<file path="src/rtl/tlc_pkg.sv">
// Shared phase encoding, lamp patterns and phase sequencing for the traffic-light controller.
// FLASH is only reachable when TLC_NIGHT_FLASH_EN is defined.
package tlc_pkg;

  localparam logic [2:0] AR_A  = 3'd0;
  localparam logic [2:0] MG    = 3'd1;
  localparam logic [2:0] MY    = 3'd2;
  localparam logic [2:0] AR_B  = 3'd3;
  localparam logic [2:0] SG    = 3'd4;
  localparam logic [2:0] SY    = 3'd5;
  localparam logic [2:0] FLASH = 3'd6;

  localparam logic [2:0] RGY_RED = 3'b100;
  localparam logic [2:0] RGY_YEL = 3'b010;
  localparam logic [2:0] RGY_GRN = 3'b001;
  localparam logic [2:0] RGY_OFF = 3'b000;

  function automatic logic [2:0] next_phase(input logic [2:0] ph);
    logic [2:0] nx;
    nx = AR_A;
    case (ph)
      AR_A:    nx = MG;
      MG:      nx = MY;
      MY:      nx = AR_B;
      AR_B:    nx = SG;
      SG:      nx = SY;
      default: nx = AR_A;
    endcase
    return nx;
  endfunction

  // FLASH starts with its lit half: main yellow, side red.
  function automatic logic [2:0] main_lamp(input logic [2:0] ph);
    logic [2:0] l;
    l = RGY_RED;
    case (ph)
      MG:      l = RGY_GRN;
      MY:      l = RGY_YEL;
      FLASH:   l = RGY_YEL;
      default: l = RGY_RED;
    endcase
    return l;
  endfunction

  function automatic logic [2:0] side_lamp(input logic [2:0] ph);
    logic [2:0] l;
    l = RGY_RED;
    case (ph)
      SG:      l = RGY_GRN;
      SY:      l = RGY_YEL;
      default: l = RGY_RED;
    endcase
    return l;
  endfunction

endpackage

</file>
<file path="src/rtl/tick_strobe.sv">
// One-cycle enable every CLK_HZ clocks, replacing a derived divider clock.
module tick_strobe #(
  parameter int unsigned CLK_HZ = 50_000_000
) (
  input  logic clk_50MHz,
  input  logic reset,
  output logic tick
);

  localparam int unsigned CW = $clog2(CLK_HZ);
  localparam logic [CW-1:0] LAST     = CW'(CLK_HZ - 1);
  localparam logic [CW-1:0] PRE_LAST = CW'(CLK_HZ - 2);

  logic [CW-1:0] count;

  always_ff @(posedge clk_50MHz) begin
    if (reset) begin
      count <= '0;
      tick  <= 1'b0;
    end else begin
      count <= (count == LAST) ? '0 : count + CW'(1);
      // Registered one cycle early so tick is high exactly while count == LAST.
      tick  <= (count == PRE_LAST);
    end
  end

endmodule

</file>
<file path="src/rtl/traffic_light_ctrl.sv">
// Six-phase main/side crossing sequencer with pedestrian cut and walk lamp.
// Define TLC_NIGHT_FLASH_EN to add the night_mode input and the FLASH phase.
module traffic_light_ctrl
  import tlc_pkg::*;
#(
  parameter int unsigned CLK_HZ = 50_000_000,
  parameter int unsigned T_MG   = 30,
  parameter int unsigned T_MY   = 3,
  parameter int unsigned T_AR   = 1,
  parameter int unsigned T_SG   = 15,
  parameter int unsigned T_SY   = 3,
  parameter int unsigned T_PED  = 5
) (
  input  logic       clk_50MHz,
  input  logic       reset,
  input  logic       ped_req,
`ifdef TLC_NIGHT_FLASH_EN
  input  logic       night_mode,
`endif
  output logic [2:0] main_rgy,
  output logic [2:0] side_rgy,
  output logic       walk,
  output logic [7:0] countdown,
  output logic       tick
);

  localparam logic [7:0] TS_MG  = 8'(T_MG);
  localparam logic [7:0] TS_MY  = 8'(T_MY);
  localparam logic [7:0] TS_AR  = 8'(T_AR);
  localparam logic [7:0] TS_SG  = 8'(T_SG);
  localparam logic [7:0] TS_SY  = 8'(T_SY);
  localparam logic [7:0] TS_PED = 8'(T_PED);

  function automatic logic [7:0] phase_time(input logic [2:0] ph);
    logic [7:0] t;
    t = 8'd0;
    case (ph)
      AR_A, AR_B: t = TS_AR;
      MG:         t = TS_MG;
      MY:         t = TS_MY;
      SG:         t = TS_SG;
      SY:         t = TS_SY;
      default:    t = 8'd0;
    endcase
    return t;
  endfunction

  logic [2:0] phase;
  logic [2:0] nxt_phase;
  logic [7:0] nxt_cd;
  logic       enter;
  logic       ped_pending;

  tick_strobe #(.CLK_HZ(CLK_HZ)) u_tick (
    .clk_50MHz (clk_50MHz),
    .reset     (reset),
    .tick      (tick)
  );

  always_comb begin
    nxt_phase = phase;
    nxt_cd    = countdown;
    enter     = 1'b0;
    if (tick) begin
`ifdef TLC_NIGHT_FLASH_EN
      if (phase == FLASH) begin
        if (!night_mode) begin
          nxt_phase = AR_A;
          nxt_cd    = TS_AR;
          enter     = 1'b1;
        end
      end else
`endif
      if (phase == MG && ped_pending && countdown > TS_PED) begin
        nxt_cd = TS_PED;
      end else if (countdown == 8'd1) begin
        nxt_phase = next_phase(phase);
`ifdef TLC_NIGHT_FLASH_EN
        if (night_mode && (phase == AR_A || phase == AR_B)) nxt_phase = FLASH;
`endif
        nxt_cd = phase_time(nxt_phase);
        enter  = 1'b1;
      end else begin
        nxt_cd = countdown - 8'd1;
      end
    end
  end

  always_ff @(posedge clk_50MHz) begin
    if (reset) begin
      phase       <= AR_A;
      countdown   <= TS_AR;
      main_rgy    <= RGY_RED;
      side_rgy    <= RGY_RED;
      walk        <= 1'b0;
      ped_pending <= 1'b0;
    end else begin
      phase     <= nxt_phase;
      countdown <= nxt_cd;
      // A press in the same cycle that enters SG survives for the next round.
      ped_pending <= ped_req | (ped_pending & ~(enter & (nxt_phase == SG)));
      if (enter) begin
        main_rgy <= main_lamp(nxt_phase);
        side_rgy <= side_lamp(nxt_phase);
        walk     <= (nxt_phase == SG) & (ped_pending | ped_req);
      end
`ifdef TLC_NIGHT_FLASH_EN
      else if (tick && phase == FLASH) begin
        main_rgy <= (main_rgy == RGY_YEL) ? RGY_OFF : RGY_YEL;
        side_rgy <= (side_rgy == RGY_RED) ? RGY_OFF : RGY_RED;
      end
`endif
    end
  end

endmodule
</file>
<file path="config.mk">
export PLATFORM = sky130hd
export DESIGN_NAME = traffic_light_ctrl
export DESIGN_NICKNAME = d
export VERILOG_FILES = /design/src/rtl/tlc_pkg.sv /design/src/rtl/tick_strobe.sv /design/src/rtl/traffic_light_ctrl.sv
export SDC_FILE = /design/constraint.sdc
export NUM_CORES = 1
export LEC_CHECK = 0
export CAP_MARGIN = 20
export CORE_ASPECT_RATIO = 0.6
export CORE_UTILIZATION = 27
export DETAILED_ROUTE_END_ITERATION = 16
export HOLD_SLACK_MARGIN = 0.06
export PLACE_DENSITY = 0.55
export SYNTH_ARGS = -nofsm -noshare
export SYNTH_HDL_FRONTEND = slang
export SYNTH_HIERARCHICAL = 1
export SYNTH_SLANG_ARGS = --single-unit
</file>
<file path="constraint.sdc">
create_clock -name clk_50MHz -period 1.7 [get_ports clk_50MHz]
set_input_delay 0.255 -clock clk_50MHz [delete_from_list [all_inputs] [get_ports clk_50MHz]]
set_output_delay 0.255 -clock clk_50MHz [all_outputs]
set_load 0.05 [all_outputs]
</file>
## Word level (Yosys, flattened, before mapping)

Cells that the tools add are included.

- Add/sub/neg operators: 2
- Multipliers: 0
- Divide/modulo/power cells: 0
- $lt $le $gt $ge: 1
- Equality and inequality tests: 17
- Shift-type cells: 0
- Mux-type cells: 15
- Bitwise gates (word level): 6
- Reduce and logical (&&, ||, !) cells: 8

Operator list:

| operator | number |
|---|---|
| $eq 26x26->1 const B | 2 |
| $add 26x1->26 const B | 1 |
| $pmux 5 s4 | 1 |
| $eq 3x3->1 const B | 6 |
| $mux 3 | 6 |
| $mux 8 | 2 |
| $eq 3x2->1 const B | 5 |
| $pmux 3 s5 | 1 |
| $pmux 3 s2 | 2 |
| $eq 3x1->1 const B | 3 |
| $eq 8x1->1 const B | 1 |
| $gt 8x3->1 const B | 1 |
| $reduce_or 2->1 | 4 |
| $sub 8x1->8 const B | 1 |
| $logic_not 3->1 | 2 |
| $and 1x1->1 | 3 |
| $mux 1 | 3 |
| $logic_and 1x1->1 | 2 |
| $or 1x1->1 | 2 |
| $not 1->1 | 1 |

- Register bits: 46
- Bits in latches: 0
- Bits in writable memories: 0
- Memory bits (read-only): 0
- Bits of input ports: 3
- Word-level logic and storage cells: 57
- Memories kept: 0

## Longest topological paths before layout

- Word-level depth: 13
- Mapped depth: 7

## Cells and area by module

The synthesis kept the hierarchy.

By module, submodules not included:

| module | times used | cells each | area an instance (µm²) | sequential area each (µm²) |
|---|---|---|---|---|
| tick_strobe | 1 | 148 | 1270.0 | 540.5 |
| traffic_light_ctrl | 1 | 137 | 1109.8 | 380.4 |

## Least setup slack after synthesis

No wires, ideal clock.

- Path type: register to register
- Start point: register countdown[0]
- End point: register countdown[3]
- Library setup time: 0.133 ns
- Data arrival time: 2.006 ns
- Path slack: -0.438 ns
- Stages on the path, launching flop included: 7
- Path buffers: 0
- Period minus slack after synthesis: 2.138 ns
- Path through: dfxtp_1 inv_1 ha_1 nor3b_1 o32ai_4 a32oi_1 nor3_1

- Longest elaborated chain between the ends: 3
- Elaborated cells on any way between the ends: 6
- Those cells by class: add/sub: 1; order compare: 1; eq/ne: 1; mux: 2; reduce/logical: 1

Ends and longest elaborated chain:

| element | RTL line | text |
|---|---|---|
| start: declaration | traffic_light_ctrl.sv:23 | `output logic [7:0] countdown,` |
| start signal: assignment | traffic_light_ctrl.sv:99 | `countdown <= nxt_cd;` |
| $sub 8x1->8, or another cell as far along | traffic_light_ctrl.sv:84 | `nxt_cd = countdown - 8'd1;` |
| $mux 8 / $logic_and 1x1->1 (equally long branches) | traffic_light_ctrl.sv:76, traffic_light_ctrl.sv:74 |  |
| $mux 8 * | traffic_light_ctrl.sv:74 | `if (phase == MG && ped_pending && countdown > TS_PED) begin` |

Every way passes the cells marked *; elsewhere a longest branch is shown, timed or not.
A chain may end at the register's enable or synchronous reset.

## Worst setup path after layout

- Start point: register u_tick.count[1]
- End point: register u_tick.count[23]

- Longest elaborated chain between the ends: 2
- Elaborated cells on any way between the ends: 3
- Those cells by class: add/sub: 1; eq/ne: 1; reduce/logical: 1

Ends and longest elaborated chain:

| element | RTL line | text |
|---|---|---|
| start: declaration | tick_strobe.sv:14 | `logic [CW-1:0] count;` |
| start signal: assignment | tick_strobe.sv:21 | `count <= (count == LAST) ? '0 : count + CW'(1);` |
| branches (longest 2 deep; another with $add 26x1->26) | - |  |

Several ways; the timed one is not identified.

==> summary.txt <==
Global routing
  – Largest net degree at the start of global routing: 18
  – Initial antenna violation count: 0
  – Tot GR Track Use: 14.6%
  – Vias in the first global route: 1928
  – First-pass GRT wire length: 10200 microns
  – GR Overflow Total: 0

Logic synthesis
  – Mean cell area of the mapped netlist: 8.35 sq um
  – Top FF cell, synth: dfxtp_1
  – Post-Syn Area: 2380 sq um
  – Yosys warnings: 6
  – Post-synth EDFFs: 0
  – Syn_nets: 292
  – Yosys cell types: 55
  – Async SR Flop Fraction: 0%
  – Post-synthesis cell count: 285
  – Sequential element share of the synthesized area: 38.7%
  – FF+latch count, synth: 46

Critical path
  – Crit-path slowest cell: or4_1
  – Crit path capture type: register
  – Critical Path AT: 2.05 ns
  – Worst setup path class: register to register
  – CP Cell Sequence: nand4_1, or4_4, or4_1, a21oi_1
  – Critical Path RT: 1.92 ns
  – CP max FO: 6
  – Max incr delay on CP: 0.53 ns
  – Setup crit start kind: register
  – Crit path max-delay family: simple AND/OR/NAND/NOR gates
  – R2r setup slk: -0.13 ns
  – Buf/Inv on CP: 0

Timing
  – Final hold vios: 0
  – RSZ-0062 raised after global routing: true
  – Fmax: 545 MHz
  – Max-slew violation count: 0
  – Hold slack: 0.458 ns
  – Actual transition at the worst max-transition pin: 0.485 ns
  – Worst Setup Slack, final: -0.135 ns
  – Fin crit share: 108%
  – Final Setup Violations: 20
  – Setup Skew: 0.0101 ns
  – Relative slew slack: 67.4%
  – Final worst path period need: 1.83 ns

Floorplan
  – Initial Util: 27.9%
  – Core Area: 8520 sq um
  – Area of the die: 9210 sq um
  – Chip height: 74.7 microns
  – Die Wd: 123 microns
  – I/O pin cnt: 19
  – Num rows: 26

Clocking
  – Root Buffer: clkbuf_16
  – CTS buffer count: 5
  – # H-tree levels: 2
  – Sink Count: 46
  – Clock latency on the worst-skew pair: 0.29 ns
  – Clock Pin Slew Worst Setup and Hold Paths: 0.07 ns
  – CTS tree: done
  – Clock tree buffer depth: 2

Power and ir drop
  – Peak VDD IR: 0.421 mV
  – Internal power: 1.68 mW
  – Sw Share: 23.4%
  – Leak: 1.30 nW
  – Sequential Power Share: 49.5%
  – Comb power frac: 4.3%
  – Total Power: 2.19 mW
  – Power Dens Cells: 617 nW/um^2
  – Sw Pwr: 513 uW
  – Clk network pwr share: 46.1%

Finish
  – Area of the multi-input gates: 1550 sq um
  – Layout filler cell count: 859
  – Fin nets: 369
  – P&R area growth vs syn: 49.4%
  – Layout cells sized above 1: 43.8%
  – Antenna Cells: 0
  – FF/Latch Area: 955 sq um

Place
  – Final weighted congestion in routability-driven placement: 0.804
  – Pre-CTS WS: -0.143 ns
  – Port Buf Inserts: 18
  – Post-DP HPWL: 4710 microns

Route
  – 1st-iter DRT viols: 108
  – Vias/cell: 4.96
  – Post-route ant nets: 0
  – Post-DR wirelength/cell: 14.4 microns
  – DRC violations left: 0
  – Via total after detailed routing: 2355
  – Drt pass-1 iters: 10
  – WL final: 6820 microns

Hold path
  – Worst Hold Class: register to register

Status
  – Violated checks: negative setup slack
  – Status: finished with violations

Flow run
  – Max-cap violations: 0
## cell usage in the layout (no fill, tap or decap), types with 3 or more instances in the layout
| cell | n |
|---|---|
| a221oi_2 | 3 |
| xnor2_1 | 9 |
| inv_1 | 14 |
| nand3_1 | 7 |
| a31oi_1 | 4 |
| o21ai_2 | 4 |
| nor3_1 | 8 |
| or4_1 | 3 |
| nor2_1 | 24 |
| nand3_2 | 3 |
| o21ai_1 | 3 |
| or3_1 | 5 |
| nor4_1 | 4 |
| dfxtp_1 | 29 |
| nand2_1 | 29 |
| o21ai_0 | 5 |
| xor2_1 | 3 |
| buf_4 | 71 |
| dfxtp_4 | 5 |
| buf_6 | 7 |
| and2_1 | 3 |
| a21oi_1 | 16 |
| a21oi_2 | 8 |
| or4_4 | 5 |
| dfxtp_2 | 12 |
| clkbuf_16 | 6 |
| o31ai_1 | 5 |
| or3_4 | 3 |
| and3_1 | 5 |
| nand4_1 | 6 |
## tightest hold or removal path: stages (launching register included)
cell     delay [ns]
dfxtp_1        0.31
nand2_1        0.05
a21oi_1        0.05
## area by class of cell
cell class              instances  share of cell area, %
clock buffers                   5                   3.52
well taps                     112                   3.94
repair buffers                 84                   19.7
clock inverters                 3                  0.669
multi-input cells             210                   43.6
inverters                      15                   1.65
flip-flops and latches         46                   26.9
## through the flow
stage / utilization (%) / instance area, sq um / TNS, ns / cells
3_3_place_gp: 35.8 / 3050 / -2.89 / 452
3_5_place_dp: 35.8 / 3050 / -2.72 / 452
2_1_floorplan: - / 2440 / 0 / 285
4_1_cts: 38.7 / 3290 / -0.675 / 464
6_report: 41.7 / 3550 / -0.968 / 475
5_1_grt: 41.7 / 3550 / -2.37 / 475
## repair_timing
item	in CTS	in global routing
setup endpoints to repair	37	39
gates resized for setup	16	39
hold buffers	0	0
cloned	1	1
pin swaps	7	23
buffers inserted	3	11
## cells by family (layout without fill, tap and decap cells)
group / after synthesis / after routing / synth area share, %
compound gates: 67 / 67 / 19.6
xor+xnor: 12 / 12 / 4.42
fa+ha+maj: 4 / 4 / 2.10
buf+inv: 29 / 107 / 5.36
flops: 46 / 46 / 38.7
mux: 1 / 1 / 0.473
simple gates: 126 / 126 / 29.3
## routing by layer
| layer | GRT usage, % | part of all wire (%) | wire length, microns | vias to the layer above |
|---|---|---|---|---|
| met1 | 24.4 | 55 | 3750 | 1106 |
| met5 | 0 | 0 | 0 | - |
| met4 | 4.82 | 1.0 | 70 | 0 |
| met2 | 17.6 | 39 | 2690 | 56 |
| li1 | - | - | - | 1188 |
| met3 | 2.50 | 4.5 | 306 | 5 |
## power groups by stage
stage	logic (mW)	clock network [mW]	registers, mW
final	0.0954	1.01	1.09
after global routing	0.104	1.09	1.09
after detailed placement	0.0761	0	1.11
after CTS	0.0801	1.04	1.09
after floorplan	0.0313	0	1.11
after global placement	0.0764	0	1.11
## flip-flops by register name (all words and copies together), names as in the netlist
| register | flops |
|---|---|
| u_tick/count | 26 |
| ped_pending | 1 |
| phase | 3 |
| u_tick/tick | 1 |
| side_rgy | 3 |
| main_rgy | 3 |
| countdown | 8 |
| walk | 1 |
## final timing paths
kind,cells after the start,startpoint,to
setup reg to reg,4,u_tick/count[1],u_tick/count[23]
hold / removal,2,main_rgy[0],main_rgy[0]
setup / recovery,4,u_tick/count[1],u_tick/count[23]
hold reg to reg,2,main_rgy[0],main_rgy[0]
## cell usage after synthesis, types with 2 or more instances
cell | n | area [sq um]
a221oi_1 | 2 | 17.5
nor4_1 | 5 | 31.3
o31ai_1 | 6 | 45.0
nand3_1 | 10 | 50.1
inv_1 | 15 | 56.3
nor2b_1 | 2 | 12.5
xor2_1 | 3 | 26.3
clkbuf_1 | 9 | 33.8
xnor2_1 | 9 | 78.8
or4_1 | 6 | 45.0
dfxtp_1 | 46 | 921
nand3b_1 | 2 | 15.0
or3_1 | 7 | 43.8
nand4_1 | 6 | 37.5
a31oi_1 | 5 | 31.3
buf_6 | 2 | 22.5
ha_1 | 4 | 50.1
nand2_1 | 30 | 113
o211ai_1 | 2 | 15.0
or4_4 | 2 | 22.5
nor3_1 | 8 | 40.0
nand4b_1 | 2 | 17.5
a21oi_1 | 24 | 120
and2_1 | 3 | 18.8
a211oi_1 | 2 | 15.0
o21ai_0 | 7 | 35.0
buf_2 | 3 | 15.0
and3_1 | 6 | 37.5
a211o_1 | 2 | 17.5
nor2_1 | 26 | 97.6
o21ai_1 | 5 | 25.0
No activity file was read; power rests on OpenSTA's default activity.
